===== config.mk =====
export PLATFORM = sky130hd
export DESIGN_NAME = uart_word_rx
export DESIGN_NICKNAME = d
export VERILOG_FILES = /design/src/rtl/uart_word_rx_pkg.sv /design/src/rtl/uart_word_rx_uart_rx.sv /design/src/rtl/uart_word_rx.sv
export SDC_FILE = /design/constraint.sdc
export NUM_CORES = 1
export LEC_CHECK = 0
export ABC_AREA = 1
export CAP_MARGIN = 20
export CORE_MARGIN = 8
export CORE_UTILIZATION = 25
export DETAILED_ROUTE_END_ITERATION = 7
export SLEW_MARGIN = 20
export SYNTH_ARGS = -nofsm -noshare
export SYNTH_HDL_FRONTEND = slang
export SYNTH_HIERARCHICAL = 1
export SYNTH_SLANG_ARGS = --single-unit
export TNS_END_PERCENT = 100

===== constraint.sdc =====
create_clock -name clk -period 1.6 [get_ports clk]
set_clock_uncertainty 0.15 [all_clocks]
set_input_delay 0.16 -clock clk [delete_from_list [all_inputs] [get_ports clk]]
set_output_delay 0.16 -clock clk [all_outputs]
set_load 0.01 [all_outputs]

===== src/rtl/uart_word_rx_pkg.sv =====
// Shared constants and helpers for the UART word receiver.
// Latency: n/a (package only).
// Backpressure: n/a.
package uart_word_rx_pkg;

   // Clock cycles per UART bit when the instantiating design does not override BAUD.
   localparam int DEFAULT_BAUD = 16;

   // Returns `shift` with byte `b` written into lane `idx`.
   // Lane 0 is bits [31:24], so the first byte received becomes the most significant byte.
   function automatic logic [31:0] place_byte(input logic [31:0] shift,
                                              input logic [1:0]  idx,
                                              input logic [7:0]  b);
      logic [31:0] r;
      r = shift;
      case (idx)
         2'd0:    r[31:24] = b;
         2'd1:    r[23:16] = b;
         2'd2:    r[15:8]  = b;
         default: r[7:0]   = b;
      endcase
      return r;
   endfunction

endpackage


===== src/rtl/uart_word_rx_uart_rx.sv =====
// uart_rx: 2-flop synchroniser plus 8N1 byte deserialiser.
// Latency: byte_valid/byte_err are registered one cycle after the mid-stop-bit sample.
// Backpressure: none; byte_valid and byte_err are single-cycle pulses that must be taken.
// Ports:
//   clk, rstn  - system clock and asynchronous active-low reset
//   rx         - asynchronous serial input, idles high
//   byte_data  - last received byte, LSB received first
//   byte_valid - pulse when a frame ends with a good (high) stop bit
//   byte_err   - pulse when the stop bit samples low
module uart_rx
   import uart_word_rx_pkg::*;
#(
   parameter int BAUD = DEFAULT_BAUD
) (
   input  logic       clk,
   input  logic       rstn,
   input  logic       rx,
   output logic [7:0] byte_data,
   output logic       byte_valid,
   output logic       byte_err
);

   localparam int CW = $clog2(BAUD);
   localparam logic [CW-1:0] HALF_M1 = CW'(BAUD / 2 - 1);
   localparam logic [CW-1:0] FULL_M1 = CW'(BAUD - 1);

   localparam logic [2:0] S_IDLE      = 3'd0;
   localparam logic [2:0] S_START     = 3'd1;
   localparam logic [2:0] S_DATA      = 3'd2;
   localparam logic [2:0] S_STOP      = 3'd3;
   localparam logic [2:0] S_WAIT_HIGH = 3'd4;

   logic [1:0]    sync_q;
   logic          rxs;
   logic [2:0]    state_q, state_d;
   logic [CW-1:0] cnt_q, cnt_d;
   logic [2:0]    bit_q, bit_d;
   logic [7:0]    data_q, data_d;
   logic          valid_q, valid_d;
   logic          err_q, err_d;
   logic          cnt_zero;

   assign rxs      = sync_q[1];
   assign cnt_zero = (cnt_q == '0);

   // Both synchroniser flops reset high, so reset never looks like a start bit.
   always_ff @(posedge clk or negedge rstn) begin
      if (!rstn) begin
         sync_q <= 2'b11;
      end else begin
         sync_q <= {sync_q[0], rx};
      end
   end

   always_ff @(posedge clk or negedge rstn) begin
      if (!rstn) begin
         state_q <= S_IDLE;
         cnt_q   <= '0;
         bit_q   <= '0;
         data_q  <= '0;
         valid_q <= 1'b0;
         err_q   <= 1'b0;
      end else begin
         state_q <= state_d;
         cnt_q   <= cnt_d;
         bit_q   <= bit_d;
         data_q  <= data_d;
         valid_q <= valid_d;
         err_q   <= err_d;
      end
   end

   always_comb begin
      state_d = state_q;
      cnt_d   = cnt_q;
      bit_d   = bit_q;
      data_d  = data_q;
      valid_d = 1'b0;
      err_d   = 1'b0;
      case (state_q)
         S_IDLE: begin
            if (!rxs) begin
               state_d = S_START;
               cnt_d   = HALF_M1;
            end
         end
         S_START: begin
            if (cnt_zero) begin
               // Line went high again before mid-start: treat it as a glitch.
               if (!rxs) begin
                  state_d = S_DATA;
                  cnt_d   = FULL_M1;
                  bit_d   = 3'd0;
               end else begin
                  state_d = S_IDLE;
               end
            end else begin
               cnt_d = cnt_q - CW'(1);
            end
         end
         S_DATA: begin
            if (cnt_zero) begin
               data_d = {rxs, data_q[7:1]};
               cnt_d  = FULL_M1;
               if (bit_q == 3'd7) begin
                  state_d = S_STOP;
               end else begin
                  bit_d = bit_q + 3'd1;
               end
            end else begin
               cnt_d = cnt_q - CW'(1);
            end
         end
         S_STOP: begin
            if (cnt_zero) begin
               if (rxs) begin
                  valid_d = 1'b1;
                  state_d = S_IDLE;
               end else begin
                  err_d   = 1'b1;
                  state_d = S_WAIT_HIGH;
               end
            end else begin
               cnt_d = cnt_q - CW'(1);
            end
         end
         S_WAIT_HIGH: begin
            // A held-low line (break) must return high before a new start is accepted.
            if (rxs) begin
               state_d = S_IDLE;
            end
         end
         default: begin
            state_d = S_IDLE;
         end
      endcase
   end

   always_comb begin
      byte_data  = data_q;
      byte_valid = valid_q;
      byte_err   = err_q;
   end

endmodule


===== src/rtl/uart_word_rx.sv =====
// uart_word_rx: packs four received UART bytes into a 32-bit word, first byte in [31:24].
// Latency: word_valid/frame_err/overrun rise one cycle after the fourth byte_valid or a byte_err.
// Backpressure: valid/ready on word; a word completed while one is still pending is dropped
//               and reported on overrun.
// Ports:
//   clk, rstn             - system clock and asynchronous active-low reset
//   rx                    - asynchronous serial input, idles high
//   word, word_valid      - assembled word and its valid flag (word held while valid)
//   word_ready            - consumer accepts when word_valid && word_ready
//   frame_err, overrun    - single-cycle event pulses
module uart_word_rx
   import uart_word_rx_pkg::*;
#(
   parameter int BAUD = DEFAULT_BAUD
) (
   input  logic        clk,
   input  logic        rstn,
   input  logic        rx,
   output logic [31:0] word,
   output logic        word_valid,
   input  logic        word_ready,
   output logic        frame_err,
   output logic        overrun
);

   logic [7:0]  byte_data;
   logic        byte_valid;
   logic        byte_err;

   logic [31:0] shift_q, shift_d;
   logic [1:0]  idx_q, idx_d;
   logic [31:0] word_q, word_d;
   logic        word_vld_q, word_vld_d;
   logic        frame_err_q, frame_err_d;
   logic        overrun_q, overrun_d;
   logic        handshake;
   logic [31:0] cand;

   uart_rx #(.BAUD(BAUD)) u_uart_rx (
      .clk        (clk),
      .rstn       (rstn),
      .rx         (rx),
      .byte_data  (byte_data),
      .byte_valid (byte_valid),
      .byte_err   (byte_err)
   );

   assign handshake = word_vld_q & word_ready;
   assign cand      = place_byte(shift_q, idx_q, byte_data);

   always_comb begin
      shift_d     = shift_q;
      idx_d       = idx_q;
      word_d      = word_q;
      word_vld_d  = word_vld_q;
      frame_err_d = 1'b0;
      overrun_d   = 1'b0;

      if (handshake) begin
         word_vld_d = 1'b0;
      end

      if (byte_err) begin
         // The partial word is abandoned; a pending output word is untouched.
         frame_err_d = 1'b1;
         idx_d       = 2'd0;
      end else if (byte_valid) begin
         shift_d = cand;
         idx_d   = idx_q + 2'd1;
         if (idx_q == 2'd3) begin
            // The output slot is free if empty or being consumed this same cycle.
            if (!word_vld_q || handshake) begin
               word_d     = cand;
               word_vld_d = 1'b1;
            end else begin
               overrun_d = 1'b1;
            end
         end
      end
   end

   always_ff @(posedge clk or negedge rstn) begin
      if (!rstn) begin
         shift_q     <= '0;
         idx_q       <= '0;
         word_q      <= '0;
         word_vld_q  <= 1'b0;
         frame_err_q <= 1'b0;
         overrun_q   <= 1'b0;
      end else begin
         shift_q     <= shift_d;
         idx_q       <= idx_d;
         word_q      <= word_d;
         word_vld_q  <= word_vld_d;
         frame_err_q <= frame_err_d;
         overrun_q   <= overrun_d;
      end
   end

   assign word       = word_q;
   assign word_valid = word_vld_q;
   assign frame_err  = frame_err_q;
   assign overrun    = overrun_q;

endmodule


==> impl_metrics.py, run 1 <==
metrics = {
    "status": {
        "outcome": "finished clean",
    },
    "die": {
        "num_rows": 47,
        "die_w_um": 145,
        "initial_core_util": 0.253,
        "io_pins": 39,
        "dieArea_um2": 21000,
        "die_h_um": 145,
        "core_um2": 16400,
    },
    "global_route": {
        "antenna_found_initial": 0,
        "grt_first_pass_wirelength_mm": 16.0,
        "grt_usage": 0.0935,
        "overflow": 0,
        "grt_pass1_vias": 3216,
        "grt_max_degree": 51,
    },
    "worst_setup_path": {
        "critPathArrivalTime_ns": 1.24,
        "cp_slowest_cell": "clkdlybuf4s50_1",
        "crit_chain": "clkdlybuf4s50_1",
        "crit_family": "buffers and inverters",
        "path_class": "reg2out",
        "critPathRequiredTime_ns": 1.29,
        "path_buf_inv": 1,
        "slowest_delay_ns": 0.54,
        "path_depth": 1,
        "path_max_fanout": 2,
        "end_kind": "primary output",
        "start_kind": "flip-flop",
        "reg2reg_depth": 8,
        "reg2reg_slack_ns": 0.08,
    },
    "cells_and_area": {
        "n_antenna_cell": 0,
        "final_nets": 566,
        "drive_above_1_share": 0.102,
        "stdcell_area_um2": 5320,
        "instances_no_fill": 778,
        "syn_to_final_growth_pct": 27.9,
    },
    "clock_tree": {
        "cts_sinks": 91,
        "cts_made_buffers": 9,
        "tritoncts": "yes",
        "path_clk_slew_ns": 0.06,
        "h-tree-depth": 3,
        "root_buffer": "clkbuf_16",
        "clock_latency_ns": 0.34,
        "cts_buffer_depth": 2,
    },
    "logic_synthesis": {
        "avgSynthCellArea_um2": 8.23,
        "yosysUniqueCellTypes": 22,
        "postSynthCellCount": 505,
        "seq_area_frac_synth": 0.549,
        "syn_nets": 516,
        "synth_warnings": 6,
        "syn_area_um2": 4160,
        "ys_seq_elements": 91,
    },
    "placement": {
        "io_buffers": 38,
        "dpl.cell_count": 762,
        "place_area_um2": 4890,
        "pre_cts_slack_ns": -0.0307,
        "hpwl_mm": 6.40,
        "place.gp.congestion": 0.727,
    },
    "drt": {
        "vias": 3207,
        "wl_per_cell_um": 11.8,
        "drt-total-wl_mm": 9.21,
        "ant_nets": 0,
        "via_per_inst": 4.12,
        "drc": 0,
        "drtIter0Drc": 162,
        "firstDrtPassIters": 4,
    },
    "timing": {
        "fmax_mhz": 644,
        "finalCriticalPeriod_ns": 1.55,
        "rsz0062_at_grt": "true",
        "slew_violations": 0,
        "worst_pin_slew_ns": 0.451,
        "finalHoldViolCount": 0,
        "setup_viol": 0,
        "slew_headroom": 0.699,
        "setup_ws_ns": 0.0460,
        "fin_crit_sh": 0.971,
    },
    "min_path": {
        "whs_path_depth": 1,
        "hold_class": "in2reg",
    },
    "power_and_ir_drop": {
        "p_total_w": 0.00659,
        "ir_drop_mv": 0.620,
        "p_per_area_nw_per_um2": 1240,
        "p_leak_nw": 2.67,
    },
    "job": {
        "drv_cap": 0,
    },
}
## area by class of cell
type	instances	area [um2]
Multi-Input combinational cell	340	1600
Tap cell	220	275
Fill cell	1721	11100
Inverter	56	210
Clock inverter	4	76.3
Timing Repair Buffer	57	637
Clock buffer	10	239
Sequential cell	91	2280
## sequential cells by signal (all words and copies together), names as in the netlist
signal	count
u_uart_rx/byte_data	8
u_uart_rx/bit_q	3
overrun	1
word	32
shift_q	32
word_valid	1
u_uart_rx/sync_q	2
u_uart_rx/byte_err	1
u_uart_rx/cnt_q	4
idx_q	2
u_uart_rx/state_q	3
frame_err	1
u_uart_rx/byte_valid	1
## synthesized netlist by cell type (all sizes together)
cell	count	area, um2
xnor2	1	8.76
o21ai	76	380
dfstp	2	52.6
nand2	213	807
a21oi	5	25.0
clkbuf	2	7.51
buf	16	121
dfrtp	89	2230
nand3	9	75.1
ha	7	87.6
nor2	24	120
inv	56	210
nand3b	1	7.51
nand4	4	25.0
## per-stage QoR
step	hold slack (ns)	TNS (ns)	utilization
2_1_floorplan	-0.286	0	-
3_3_place_gp	-0.0151	-0.0811	0.298
3_5_place_dp	-0.00412	-0.0570	0.298
4_1_cts	0.0599	0	0.318
5_1_grt	0.0626	-0.262	0.324
6_report	0.0717	0	0.324
## layout by cell type (no fill, tap or decap), types with 2 or more instances in the layout
cell type	synthesis	layout
nor2_1	20	17
nand2_1	212	211
inv_2	3	5
ha_2	0	2
nand4_1	4	4
buf_12	0	7
inv_1	53	51
clkbuf_16	0	9
buf_4	4	11
nor2_4	4	4
a21oi_1	5	5
o21ai_0	72	71
nand3_1	6	6
clkdlybuf4s50_1	0	25
o21ai_1	4	5
ha_4	0	3
dfstp_2	2	2
dlygate4sd2_1	0	2
dlymetal6s2s_1	0	10
dfrtp_1	89	89
nand3_4	2	2
bufinv_16	0	2
nor2_2	0	3
ha_1	7	2
## where the power goes
group,leakage (nW),total (W),internal (W),switching [W]
Combinational,1.28,0.00144,0.000555,0.000886
Clock,0.151,0.00227,0.00140,0.000870
Sequential,1.24,0.00288,0.00254,0.000339
## cells by family after synthesis
| kind of cell | count (synthesis) | synth area share |
|---|---|---|
| DFF | 91 | 0.549 |
| AOI/OAI and AO/OA | 81 | 0.0976 |
| buffers and inverters | 74 | 0.0816 |
| and+or+nand+nor | 251 | 0.249 |
| xor gates and xnor gates | 1 | 0.00211 |
| adders and majority gates | 7 | 0.0211 |
## metal layers
layer  part of all wire  global-route usage
met5                  0                   0
met4              0.012              0.0300
met3              0.051              0.0376
met2               0.47               0.150
met1               0.47               0.112
## final timing paths
kind / startpoint / endpoint
setup / recovery: word[17]$_DFFE_PN0P_ / word[17]
hold / removal: rx / u_uart_rx/sync_q[0]$_DFF_PN1_
setup reg to reg: u_uart_rx/cnt_q[1]$_DFFE_PN0P_ / u_uart_rx/byte_data[5]$_DFFE_PN0P_
max in group asynchronous: rstn / u_uart_rx/sync_q[0]$_DFF_PN1_
hold reg to reg: u_uart_rx/sync_q[0]$_DFF_PN1_ / u_uart_rx/sync_q[1]$_DFF_PN1_
min in group asynchronous: rstn / word[22]$_DFFE_PN0P_
## what timing repair did
| item | CTS | global route |
|---|---|---|
| hold buffers | 1 | 0 |
| pin swaps | 0 | 3 |
| buffers inserted | 0 | 1 |
| resized for setup | 5 | 24 |
| hold endpoints to repair | 43 | 0 |
| endpoints found under the setup margin | 13 | 67 |
No activity file was read; power rests on OpenSTA's default activity.
==> run 2: changes to the inputs <==
--- a/config.mk
+++ b/config.mk
@@ -10,6 +10,7 @@
 export CORE_MARGIN = 8
 export CORE_UTILIZATION = 25
 export DETAILED_ROUTE_END_ITERATION = 7
+export GPL_ROUTABILITY_DRIVEN = 0
 export SLEW_MARGIN = 20
 export SYNTH_ARGS = -nofsm -noshare
 export SYNTH_HDL_FRONTEND = slang
==> results of run 2 <==
Same layout as run 1: the final DEF is identical, and so are final timing and power.
